`src/rtl/od_bus_receiver.sv`:
```
// od_bus_receiver
//
// Receives six wired-OR open-drain lines, synchronizes and debounces each
// one, and presents debounced falling edges as events under a valid/ack
// handshake. Falls that arrive while an event is still waiting are
// collected in a shadow register and presented after the ack. A fall on a
// line that is already waiting in the shadow sets a sticky overrun flag.
//
// Parameters
//   DEBOUNCE     consecutive stable synced cycles needed to accept a change (1..15)
//   SYNC_STAGES  synchronizer depth (2..3)
//
// Ports
//   clk        single clock, rising edge
//   rst        asynchronous, active-low reset
//   y[5:0]     open-drain lines; anything other than a hard 0 reads as 1
//   evt_ack    consumer accepts the presented event
//   level[5:0] debounced line levels
//   evt_valid  an event is presented
//   evt_mask   lines that fell in the presented event
//   overrun    sticky, a falling edge was lost
//   glitch_cnt saturating count of cycles in which some line abandoned a
//              partial debounce count (only with OD_RX_GLITCH_COUNT_EN)
//
// Optional feature macro: OD_RX_GLITCH_COUNT_EN

module od_bus_receiver #(
  parameter int DEBOUNCE    = 4,
  parameter int SYNC_STAGES = 2
) (
  input  logic       clk,
  input  logic       rst,
  input  logic [5:0] y,
  input  logic       evt_ack,
  output logic [5:0] level,
  output logic       evt_valid,
  output logic [5:0] evt_mask,
  output logic       overrun
`ifdef OD_RX_GLITCH_COUNT_EN
  ,
  output logic [7:0] glitch_cnt
`endif
);

  // A change is accepted on the edge where the count would reach DEBOUNCE,
  // i.e. when the count already stands at DEBOUNCE-1 and the line still differs.
  localparam logic [3:0] CNT_LAST = 4'(DEBOUNCE - 1);

  typedef enum logic {IDLE, PENDING} state_t;

  logic [5:0] y_res;
  logic [5:0] synced;
  logic [5:0] settle;
  logic [5:0] fall;
  logic [5:0] level_q;
`ifdef OD_RX_GLITCH_COUNT_EN
  logic [5:0] glitch_line;
`endif

  genvar gi;
  generate
    for (gi = 0; gi < 6; gi++) begin : g_line
      logic [SYNC_STAGES-1:0] sync_reg;
      logic [3:0]             cnt_reg;
      logic                   lvl_reg;
      logic                   differ;

      // Pulled-up line: only a driven 0 counts as low.
      assign y_res[gi] = (y[gi] === 1'b0) ? 1'b0 : 1'b1;

      always_ff @(posedge clk or negedge rst) begin
        if (!rst) begin
          sync_reg <= '1;
        end else begin
          sync_reg <= {sync_reg[SYNC_STAGES-2:0], y_res[gi]};
        end
      end

      assign synced[gi] = sync_reg[SYNC_STAGES-1];
      assign differ     = (synced[gi] != lvl_reg);
      assign settle[gi] = differ && (cnt_reg == CNT_LAST);

      always_ff @(posedge clk or negedge rst) begin
        if (!rst) begin
          cnt_reg <= 4'd0;
          lvl_reg <= 1'b1;
        end else if (!differ || settle[gi]) begin
          cnt_reg <= 4'd0;
          if (settle[gi]) begin
            lvl_reg <= synced[gi];
          end
        end else begin
          cnt_reg <= cnt_reg + 4'd1;
        end
      end

      assign level_q[gi] = lvl_reg;
      // A settling 1 can only go to 0, so settle on a high line is a fall.
      assign fall[gi]    = settle[gi] & lvl_reg;
`ifdef OD_RX_GLITCH_COUNT_EN
      assign glitch_line[gi] = !differ && (cnt_reg != 4'd0);
`endif
    end
  endgenerate

  assign level = level_q;

  // Event handshake FSM
  state_t     state_reg, state_next;
  logic [5:0] mask_reg, mask_next;
  logic [5:0] shadow_reg, shadow_next;
  logic       valid_reg, valid_next;
  logic       ovr_reg, ovr_next;
  logic [5:0] merged;

  assign merged = shadow_reg | fall;

  always_ff @(posedge clk or negedge rst) begin
    if (!rst) begin
      state_reg  <= IDLE;
      mask_reg   <= 6'h00;
      shadow_reg <= 6'h00;
      valid_reg  <= 1'b0;
      ovr_reg    <= 1'b0;
    end else begin
      state_reg  <= state_next;
      mask_reg   <= mask_next;
      shadow_reg <= shadow_next;
      valid_reg  <= valid_next;
      ovr_reg    <= ovr_next;
    end
  end

  always_comb begin
    state_next  = state_reg;
    mask_next   = mask_reg;
    shadow_next = shadow_reg;
    valid_next  = valid_reg;
    ovr_next    = ovr_reg;
    case (state_reg)
      IDLE: begin
        if (|fall) begin
          mask_next  = fall;
          valid_next = 1'b1;
          state_next = PENDING;
        end
      end
      PENDING: begin
        // Two falls of one line collapse into one mask bit: one is lost.
        if (|(shadow_reg & fall)) begin
          ovr_next = 1'b1;
        end
        if (evt_ack) begin
          if (|merged) begin
            mask_next   = merged;
            shadow_next = 6'h00;
          end else begin
            mask_next  = 6'h00;
            valid_next = 1'b0;
            state_next = IDLE;
          end
        end else begin
          shadow_next = merged;
        end
      end
      default: begin
        state_next = IDLE;
      end
    endcase
  end

  assign evt_valid = valid_reg;
  assign evt_mask  = mask_reg;
  assign overrun   = ovr_reg;

`ifdef OD_RX_GLITCH_COUNT_EN
  logic [7:0] glitch_reg;

  always_ff @(posedge clk or negedge rst) begin
    if (!rst) begin
      glitch_reg <= 8'd0;
    end else if ((|glitch_line) && (glitch_reg != 8'hFF)) begin
      glitch_reg <= glitch_reg + 8'd1;
    end
  end

  assign glitch_cnt = glitch_reg;
`endif

endmodule

```
`config.mk`:
```
export PLATFORM = sky130hd
export DESIGN_NAME = od_bus_receiver
export DESIGN_NICKNAME = d
export VERILOG_FILES = /design/src/rtl/od_bus_receiver.sv
export SDC_FILE = /design/constraint.sdc
export NUM_CORES = 1
export LEC_CHECK = 0
export CORE_UTILIZATION = 45
export CTS_CLUSTER_DIAMETER = 100
export DETAILED_ROUTE_END_ITERATION = 8
export GPL_ROUTABILITY_DRIVEN = 0
export GPL_TIMING_DRIVEN = 0
export HOLD_SLACK_MARGIN = 0.05
export MAX_ROUTING_LAYER = met4
export PLACE_DENSITY_LB_ADDON = 0.2
export SYNTH_ARGS = -nofsm -noshare
export SYNTH_HDL_FRONTEND = slang
export SYNTH_SLANG_ARGS = --single-unit
```
`constraint.sdc`:
```
create_clock -name clk -period 3.05 [get_ports clk]
set_clock_uncertainty 0.2 [all_clocks]
set_input_delay 0.305 -clock clk [delete_from_list [all_inputs] [get_ports clk]]
set_output_delay 0.305 -clock clk [all_outputs]
set_load 0.02 [all_outputs]
```
# [Word-level counts from Yosys, hierarchy flattened]
# Index checks and enable logic that the tools add are counted.
[totals] register_bits=57 elab_cells=117
[op_classes] eq_ne=22 add_sub_neg=6 bitwise_logic=9 n_reduce_logical=31 mux=26
[ops] cell="$mux 6" count=5
[ops] cell="$add 4x1->4 const B" count=6
[ops] cell="$eq 4x2->1 const B" count=6
[ops] cell="$mux 4" count=6
[ops] cell="$reduce_and 2->1" count=9
[ops] cell="$reduce_or 6->1" count=3
[ops] cell="$mux 1" count=12
[ops] cell="$pmux 6 s2" count=1
[ops] cell="$and 1x1->1" count=6
[ops] cell="$and 6x6->6" count=1
[ops] cell="$eqx 1x1->1 const B" count=6
[ops] cell="$logic_and 1x1->1" count=6
[ops] cell="$logic_not 1->1" count=6
[ops] cell="$logic_or 1x1->1" count=6
[ops] cell="$ne 1x1->1" count=6
[ops] cell="$ne 2x2->1 const B" count=3
[ops] cell="$or 6x6->6" count=1
[ops] cell="$pmux 1 s2" count=2
[ops] cell="$reduce_and 3->1" count=1
[ops] cell="$ne 2x1->1 const B" count=1
[ops] cell="$not 1->1" count=1

# [Logic depth before layout (Yosys ltp)]
# Gate-level depths: netlist of the first run.
[depth] word_depth=8 ltp_mapped=7

# [Least setup slack after synthesis of the first run]
# Ideal clock, no wire load.
[synth_timing] path_type="reg-to-reg" start="reg g_line[3].cnt_reg[0]" end="reg mask_reg[0], in the netlist evt_mask[0]" arrival_ns=1.814 path_slack_ns=0.920 path_buffers=2 stages_incl_launch_ff=8 path_cell_list="dfrtp_1 -> ha_1 -> or3b_2 -> clkbuf_1 -> o22ai_1 -> or4_1 -> buf_2 -> o311ai_0"
[synth_via] elab_chain_len=8
[synth_lines] element="start, declared" line="64" text="logic [3:0] cnt_reg;"
[synth_lines] element="start signal, assigned" line="93" text="cnt_reg <= cnt_reg + 4'd1;"
[synth_lines] element="$eq 4x2->1 *" line="81" text="assign settle[gi] = differ && (cnt_reg == CNT_LAST);"
[synth_lines] element="$logic_and 1x1->1 *" line="81"
[synth_lines] element="$and 1x1->1 *" line="99" text="assign fall[gi] = settle[gi] & lvl_reg;"
[synth_lines] element="$or 6x6->6" line="116" text="assign merged = shadow_reg | fall;"
[synth_lines] element="$reduce_or 6->1" line="154" text="if (|merged) begin"
[synth_lines] element="$mux 6" line="154"
[synth_lines] element="$mux 6" line="153" text="if (evt_ack) begin"
[synth_lines] element="$pmux 6 s2" line="140" text="case (state_reg)"
[synth_lines] element="end signal, assigned" line="127" text="mask_reg <= mask_next;"
[synth_lines] element="end, declared" line="110" text="logic [5:0] mask_reg, mask_next;"
# Every way passes the cells marked *; elsewhere a longest branch is shown, timed or not. The select of a mux whose other input is x is not followed.
# A chain may end at the register's enable or synchronous reset.

# [Final worst setup path of the first run]
[layout_timing] start="reg g_line[3].cnt_reg[0]" end="reg mask_reg[3], in the netlist evt_mask[3]"
# Same word-level chain as after synthesis.

==> qor.csv, run 1 <==
metric,value,unit
yosys_warnings,0,
avgSynthCellArea,11.65,um2
cp.depth,7,
synth_cell_types,32,
grt_pass1_wl,6.941,mm
wl_per_cell,12.60,um
worstHoldPathType,flop to flop,
cts_tree,done,
die_area,0.005789,mm2
timing.final.hold_violations,0,
cp-end-kind,flop,
max_freq,412.6,MHz
drc_errors,0,
period_minus_slack,2424,ps
cts_resized,0,
cts_buffers,9,
cpPeakStageDelay,400,ps
reg2reg_from,g_line[3].cnt_reg[0]$_DFF_PN0_,
critPathRequiredTime,3050,ps
place_hpwl,2.785,mm
die_h,76.09,um
syn_nets,227,
cp_cell_sequence,"ha_1, or3b_2, clkbuf_1, o22ai_1, or4_1, buf_2, o311ai_0",
path_delay_family,simple AND/OR/NAND/NOR gates,
power_per_cell_area,869.2,mW/mm2
die_w,76.09,um
critPathKind,flop to flop,
vias_per_cell,5.000,
first_iter_violations,81,
drive_gt1_share,21.51,%
timing.final.crit_share,79.47,%
antenna_found_initial,0,
largest_reg_flops,24,
tns,0,ps
synth_area,0.002470,mm2
arrival,2420,ps
finalSetupViolCount,0,
max-cap-violations,0,
grt_max_degree,40,
synth-seq-cells,57,
maxSlewHeadroom,66.88,%
rsz0062_at_grt,no,
grt_pass1_vias,1576,
clock_path_buffers,2,
hold_end,g_line[2].sync_reg[1]$_DFF_PN1_,
grt_usage,16.13,%
hp-start,g_line[2].sync_reg[0]$_DFF_PN1_,
wirelength,4.045,mm
whs,147.6,ps
grt_overflow,0,
status,completed,
synthCells,212,
clk_pin_slew,70,ps
ir_drop,0.4173,mV
rrSetupSlack,630,ps
h-tree-depth,3,
cts-root-buf,clkbuf_8,
hold_depth,0,
critPathLaunchType,flop,
num_io_pins,23,
rows,26,
ant_nets,0,
slew_violations,0,
start_util,47.45,%
portBuffers,22,
reg2regPathDepth,7,
fill_cells,465,
slowest_stage,or4_1,
syn_to_final_growth,20.01,%
worstMarginPinSlew,493.0,ps
clkLatencyLatePin,330,ps
nNetsFinal,262,
clock_sink_count,57,
crit_buf_inv,2,
core_area,0.005205,mm2
reg2reg_to,evt_mask[3]$_DFFE_PN0P_,
leakage,1.323,nW
n_antenna_cell,0,
vias,1605,
cp_max_fo,8,
ys_seq_area_share,58.66,%
drt_first_pass_iters,4,
## layout by cell type (no fill, tap or decap), types with 7 or more instances in the layout
| cell type | count |
|---|---|
| clkbuf_1 | 8 |
| clkbuf_8 | 10 |
| clkdlybuf4s50_1 | 21 |
| dfrtp_1 | 39 |
| dfstp_2 | 18 |
| inv_1 | 8 |
| nand2_1 | 7 |
| nand2b_1 | 13 |
| nor2_1 | 28 |
| xor2_1 | 12 |
## metrics by stage
stage	setup WS (ps)	instance area (um2)	total power [W]	util, %	std cells
3_5_place_dp	654.8	2793	0.002006	53.65	305
3_3_place_gp	-267.6	2778	0.001990	53.37	304
5_1_grt	448.0	2964	0.002753	56.95	321
4_1_cts	625.8	2964	0.002604	56.95	321
2_1_floorplan	920.1	2470	0.001711	-	212
6_report	626.2	2964	0.002576	56.95	321
## Yosys cell counts
cell type | instances | area, um2
o32ai_1 | 1 | 8.760
or3b_1 | 1 | 8.760
or3_1 | 5 | 31.28
and3_1 | 6 | 37.54
clkbuf_1 | 7 | 26.28
nand3_1 | 6 | 30.03
dfrtp_1 | 39 | 975.9
a22oi_1 | 2 | 15.01
or3b_2 | 5 | 43.79
and2_1 | 1 | 6.260
xor2_1 | 12 | 105.1
o221ai_1 | 6 | 52.55
nand2_1 | 7 | 26.28
or4_1 | 2 | 15.01
nand2b_1 | 13 | 81.33
xnor2_1 | 6 | 52.55
nor2_1 | 28 | 105.1
nor3_1 | 1 | 5.000
buf_4 | 6 | 45.04
dfstp_2 | 18 | 473.0
nor3b_2 | 2 | 25.02
a21oi_1 | 6 | 30.03
o221a_1 | 1 | 11.26
o311ai_0 | 6 | 52.55
ha_1 | 6 | 75.07
a31oi_1 | 1 | 6.260
inv_1 | 8 | 30.03
buf_2 | 1 | 5.000
a221oi_1 | 1 | 8.760
mux2_2 | 6 | 67.56
a21o_1 | 1 | 7.510
o22ai_1 | 1 | 6.260
## where the power goes
| part | leakage [nW] | switching [W] | internal (W) |
|---|---|---|---|
| registers | 0.711 | 0.000162 | 0.000994 |
| logic | 0.524 | 0.000404 | 0.000435 |
| clock network | 0.0887 | 0.000275 | 0.000306 |
## metal layers
metal  global-route usage (%)  vias to the layer above  share of wire (%)
met5                        -                        -                  0
met4                    9.808                        0                2.3
met3                    4.431                        9                2.9
met2                    23.00                       22                 43
met1                    20.51                      777                 51
li1                         -                      797                  -
## layout make-up
type	count	area, um2	area share [%]
timing repair buffer	24	245.2	8.274
tap	70	87.58	2.955
multi-input combinational	133	914.6	30.86
inverter	8	30.03	1.013
clock buffer	11	141.4	4.770
buffer	14	76.32	2.575
clock inverter	4	20.02	0.6754
sequential	57	1449	48.88
## logic make-up (layout without fill, tap and decap cells)
| kind of cell | Yosys count | after routing | synth area share, % |
|---|---|---|---|
| AO/OA/AOI/OAI | 26 | 26 | 8.055 |
| XOR/XNOR | 18 | 18 | 6.383 |
| adder cells (fa/ha/maj) | 6 | 6 | 3.039 |
| multiplexers | 6 | 6 | 2.735 |
| flip-flops | 57 | 57 | 58.66 |
| buffers and inverters | 22 | 61 | 4.306 |
| AND/OR/NAND/NOR | 77 | 77 | 16.82 |
## how the worst max path moves through the flow
stage	from	end	slack, ps
3_3_place_gp	rst	g_line[1].cnt_reg[3]$_DFF_PN0_	-270
6_report	g_line[3].cnt_reg[0]$_DFF_PN0_	evt_mask[3]$_DFFE_PN0P_	630
2_1_floorplan	g_line[3].cnt_reg[0]$_DFF_PN0_	evt_mask[0]$_DFFE_PN0P_	920
4_1_cts	g_line[3].cnt_reg[0]$_DFF_PN0_	evt_mask[3]$_DFFE_PN0P_	630
5_1_grt	g_line[3].cnt_reg[0]$_DFF_PN0_	evt_mask[3]$_DFFE_PN0P_	450
3_5_place_dp	g_line[3].cnt_reg[0]$_DFF_PN0_	evt_mask[5]$_DFFE_PN0P_	650
## timing repair
item / in CTS / in global routing
endpoints found under the hold margin: 18 / 0
setup buffers: 0 / 0
hold buffers: 1 / 0
Power figures use the tool's default switching activity.
==> run 2, diff against run 1 <==
- clock period: 3.05 -> 2.1 ns (I/O delays scaled with it)
==> run 2 against run 1 <==
  * The run now ends with setup timing left
  * Clock-buffer cell count rose by 1
  * Combinational power is 92% higher
  * Final cell count grew 5.3%
  * Fmax rose by 13%
  * Worst hold slack got worse by 65 ps
  * Sequential power increased by 45%
  * Routed wire length rose by 16%
  * Non-clock buffer count increased by 17
  * Worst setup slack lost 670 ps
  * Critical path type unchanged
  * Largest power group unchanged
==> qor.csv, run 2 (synthesis gave the netlist of run 1 again) <==
metric,value,unit,change
clock_path_buffers,2,,unchanged
met1_usage,22.37,%,+1.9 points
hp-start,y[3],,
nNetsFinal,279,,+6.5%
grt.met3_usage,8.024,%,+3.6 points
leakage,1.469,nW,+11%
die_area,0.005789,mm2,unchanged
grt_max_degree,37,,-7.5%
final_common_cell,dfrtp_1,,
h-tree-depth,3,,unchanged
die_w,76.09,um,unchanged
period_minus_slack,2140,ps,-283.8 ps
grt_overflow,0,,unchanged
drc_errors,0,,unchanged
final_core_util,62.93,%,+6.0 points
grt_pass1_wl,7.990,mm,+15%
max_freq,467.3,MHz,+13%
worstHoldPathType,primary input to flop,,
critPathRequiredTime,2130,ps,-920 ps
clkLatencyLatePin,330,ps,about the same
rsz0062_at_grt,yes,,
cp-startpoint,g_line[3].cnt_reg[0]$_DFF_PN0_,,
max-cap-violations,0,,unchanged
multi_input_area,0.001069,mm2,+17%
timing.final.hold_violations,0,,unchanged
n_antenna_cell,0,,unchanged
ant_nets,0,,unchanged
place_hpwl,2.940,mm,+5.6%
status,finished with violations,,
largest_reg_flops,24,,unchanged
rows,26,,unchanged
cts-root-buf,clkbuf_8,,
antenna_found_initial,0,,unchanged
vias,1736,,+8.2%
violations,setup timing,,
cts_tree,done,,
whs,82.77,ps,-64.80 ps
wirelength,4.709,mm,+16%
regArea,0.001449,mm2,unchanged
die_h,76.09,um,unchanged
layout_common_cells,"dfrtp_1, nor2_1, buf_4",,
cp_max_fo,8,,unchanged
wl_per_cell,13.93,um,+11%
ir_drop,0.9372,mV,+120%
fill_cells,423,,-9.0%
clk_pin_slew,60,ps,about the same
vias_per_cell,5.136,,+2.7%
power_per_cell_area,1280,mW/mm2,+47%
cts_buffers,9,,unchanged
arrival,2170,ps,-250 ps
maxSlewHeadroom,64.78,%,-2.1 points
gr-max-usage-layer,met2,,
finalSetupViolCount,3,,+3
first_iter_violations,61,,-25%
clock_sink_count,57,,unchanged
drive_gt1_share,34.70,%,+13 points
reg2reg_from,g_line[3].cnt_reg[0]$_DFF_PN0_,,
portBuffers,22,,unchanged
cp-end-kind,flop,,
fin_ws,-40.01,ps,-666.2 ps
core_area,0.005205,mm2,unchanged
slew_violations,0,,unchanged
syn_to_final_growth,32.62,%,
critPathKind,flop to flop,,
grt_usage,18.47,%,+2.3 points
critPathLaunchType,flop,,
grt_pass1_vias,1721,,+9.2%
drt_first_pass_iters,4,,unchanged
timing.final.crit_share,101.9,%,+22 points
worstMarginPinSlew,528.3,ps,+35.38 ps
start_util,47.45,%,unchanged
global_route.usage.met2,27.64,%,+4.6 points
num_io_pins,23,,unchanged
run 2: worst paths after layout:
path | to | slack (ps) | cells after the start
worst max-delay path | evt_mask[2]$_DFFE_PN0P_ | -40 | 5
worst min-delay path | g_line[3].sync_reg[0]$_DFF_PN1_ | 80 | 1
worst max register to register | evt_mask[2]$_DFFE_PN0P_ | -40 | 5
worst min register to register | g_line[2].sync_reg[1]$_DFF_PN1_ | 160 | 0
max in group asynchronous | g_line[2].sync_reg[1]$_DFF_PN1_ | 870 | 3
min in group asynchronous | g_line[1].cnt_reg[3]$_DFF_PN0_ | 190 | 2
run 2: layout make-up:
cell class	count	area share, %
plain buffers	11	1.986
well taps	70	2.674
clock buffers	12	5.042
multi-input cells	133	32.62
clock inverters	3	0.4584
repair buffers	44	12.07
inverters	8	0.9167
flip-flops and latches	57	44.23
run 2: repair_timing:
| action | CTS | global route |
|---|---|---|
| hold buffers | 1 | 0 |
| resized for setup | 23 | 16 |
| pin swaps | 6 | 4 |
| buffers inserted | 16 | 4 |
| cloned | 0 | 0 |
| hold endpoints to repair | 21 | 0 |
| endpoints found under the setup margin | 9 | 10 |
run 2: critical path, stage by stage, from the launching register on:
cell	delay (ps)
dfrtp_1	390
ha_2	190
or3b_4	250
o22ai_4	60
or4_4	640
o311ai_4	310
run 2: power breakdown:
| group | internal, W | switching, W |
|---|---|---|
| clock | 0.000511 | 0.000390 |
| sequential | 0.00144 | 0.000239 |
| combinational | 0.000889 | 0.000719 |
run 2: stage by stage:
| stage | TNS [ps] | area (um2) | std cells | setup slack [ps] | total power [W] |
|---|---|---|---|---|---|
| after floorplan | 0 | 2472 | 212 | 16.20 | 0.002487 |
| after global placement | -55000 | 2780 | 304 | -1144 | 0.002890 |
| after global routing | -316.8 | 3276 | 338 | -78.66 | 0.004474 |
| after detailed placement | -1257 | 2795 | 305 | -204.4 | 0.002924 |
| final | -82.40 | 3276 | 338 | -40.01 | 0.004192 |
| after CTS | -94.37 | 3166 | 335 | -30.58 | 0.004054 |
run 2: metal layers:
layer	vias to the layer above	share of wire [%]
li1	828	-
met1	865	46
met2	35	49
met3	8	4.1
met4	0	1.6
met5	-	0
==> run 3, diff against run 2 <==
- CORE_ASPECT_RATIO: not set -> 0.5
==> run 3 against run 2 <==
  * The run still ends with setup timing left
  * Routed wire length decreased by 4.2%
  * Critical path type unchanged
  * Design area decreased by 1.3%
  * Clock-buffer cell count increased by 1
==> qor.csv, run 3 (synthesis gave the netlist of run 1 again) <==
metric,value,unit,change
die_area,0.005807,mm2,+0.31%
critPathRequiredTime,2140,ps,about the same
whs,77.05,ps,-5.724 ps
met1_usage,21.40,%,-0.98 points
final_core_util,63.50,%,+0.56 points
place_hpwl,2.943,mm,about the same
cp-end-kind,flop,,
gr-max-usage-layer,met2,,
cp_cell_sequence,"ha_2, or3b_4, nor3b_4, or4_4, o311ai_4",,
fin_ws,-6.837,ps,+33.17 ps
cts-root-buf,clkbuf_8,,
timing.final.crit_share,100.3,%,-1.6 points
swShare,32.56,%,+0.40 points
critPathLaunchType,flop,,
drive_gt1_share,32.84,%,-1.9 points
h-tree-depth,3,,unchanged
rrSetupSlack,-7,ps,+30 ps
clkPwrFrac,21.9,%,+0.4 points
syn_to_final_growth,30.85,%,
power_per_cell_area,1268,mW/mm2,-0.96%
wirelength,4.513,mm,-4.2%
grt_overflow,0,,unchanged
period_minus_slack,2107,ps,-33.17 ps
critical_path.endpoint,evt_mask[3]$_DFFE_PN0P_,,
ant_nets,0,,unchanged
drc_errors,0,,unchanged
wl_per_cell,13.35,um,-4.2%
crit_buf_inv,0,,unchanged
clkLatencyLatePin,330,ps,about the same
p_comb_share,37.1,%,-1.3 points
core_area,0.005090,mm2,-2.2%
grt_pass1_wl,7.638,mm,-4.4%
grt_max_degree,31,,-16%
worstMarginPinSlew,654.7,ps,+126.4 ps
vias,1743,,+0.40%
rows,18,,-31%
grt_usage,18.32,%,-0.15 points
cp-startpoint,g_line[4].cnt_reg[0]$_DFF_PN0_,,
clock_path_buffers,2,,unchanged
clock_sink_count,57,,unchanged
num_io_pins,23,,unchanged
max-cap-violations,0,,unchanged
first_iter_violations,69,,+13%
tns,-10.84,ps,+71.56 ps
reg2regPathDepth,5,,unchanged
p_seq_share,41.0,%,+0.9 points
hp-start,y[3],,
violations,setup timing,,
leakage,1.450,nW,-1.3%
slew_violations,0,,unchanged
antenna_found_initial,0,,unchanged
drt_first_pass_iters,4,,unchanged
start_util,48.53,%,+1.1 points
grt.met3_usage,6.190,%,-1.8 points
reg2reg_from,g_line[4].cnt_reg[0]$_DFF_PN0_,,
portBuffers,22,,unchanged
vias_per_cell,5.157,,+0.40%
cts_tree,done,,
layout_common_cells,"dfrtp_1, nor2_1, buf_4",,
largest_reg_flops,24,,unchanged
cp.depth,5,,unchanged
n_antenna_cell,0,,unchanged
final_common_cell,dfrtp_1,,
internal_power,0.002763,W,-2.9%
path_delay_family,simple AND/OR/NAND/NOR gates,,
cp_max_fo,8,,unchanged
rsz0062_at_grt,yes,,
clk_pin_slew,70,ps,about the same
slowest_stage,or4_4,,
ir_drop,0.7836,mV,-16%
global_route.usage.met2,29.14,%,+1.5 points
dp_slack,-231.1,ps,-26.63 ps
reg2reg_to,evt_mask[3]$_DFFE_PN0P_,,
finalSetupViolCount,2,,-1
die_w,106.8,um,+40%
switchingPower,0.001334,W,-1.1%
critPathKind,flop to flop,,
maxSlewHeadroom,56.35,%,-8.4 points
arrival,2140,ps,-30 ps
nNetsFinal,278,,-0.36%
status,finished with violations,,
grt_pass1_vias,1740,,+1.1%
max_freq,474.6,MHz,+1.6%
worstHoldPathType,primary input to flop,,
die_h,54.39,um,-29%
cts_buffers,9,,unchanged
timing.final.hold_violations,0,,unchanged
cpPeakStageDelay,620,ps,-20 ps
-- run 3: worst reg2reg max path, stage by stage (launching register included) --
cell      delay [ps]
dfrtp_1          390
ha_2             200
or3b_4           250
nor3b_4           60
or4_4            620
o311ai_4         290
-- run 3: power by group through the flow --
stage	Clock [W]	Sequential (W)	Combinational, W
global route	0.000967	0.00172	0.00168
floorplan	0	0.00171	0.000781
global placement	0	0.00168	0.00120
detailed placement	0	0.00170	0.00123
finish	0.000898	0.00168	0.00152
CTS	0.000917	0.00168	0.00142
-- run 3: timing repair --
item | 4_1_cts | 5_1_grt
hold buffers | 1 | 0
pin swaps | 5 | 4
setup buffers | 12 | 7
gates resized for setup | 24 | 9
hold endpoints to repair | 15 | 0
endpoints found under the setup margin | 9 | 8
-- run 3: stage by stage --
stage | std cells | power (W) | area [um2]
finish | 338 | 0.004097 | 3232
global route | 338 | 0.004370 | 3232
floorplan | 212 | 0.002487 | 2472
detailed placement | 305 | 0.002923 | 2795
CTS | 332 | 0.004015 | 3133
global placement | 304 | 0.002879 | 2780
-- run 3: how the worst min path moves through the flow --
stage                                           end  slack (ps)  cells past startpoint
floorplan                   evt_mask[0]$_DFFE_PN0P_        -290                      0
global placement    g_line[3].sync_reg[1]$_DFF_PN1_         150                      0
detailed placement   g_line[3].cnt_reg[1]$_DFF_PN0_          80                      1
CTS                 g_line[3].sync_reg[0]$_DFF_PN1_          70                      1
global route        g_line[0].sync_reg[0]$_DFF_PN1_          70                      1
finish              g_line[3].sync_reg[0]$_DFF_PN1_          80                      1
-- run 3: area by class of cell --
cell class,instances,area [um2]
buffer,11,63.81
clock buffer,13,158.9
clock inverter,3,15.01
fill,419,1858
inverter,8,30.03
multi-input combinational,133,1040
sequential,57,1449
tap,70,87.58
timing repair buffer,43,387.9
-- run 3: layer usage --
layer | wire, um | share of wire (%) | vias up
met3 | 192 | 4.3 | 10
met5 | 0 | 0 | -
met4 | 80 | 1.8 | 0
met2 | 2121 | 47 | 38
li1 | - | - | 832
met1 | 2118 | 47 | 863
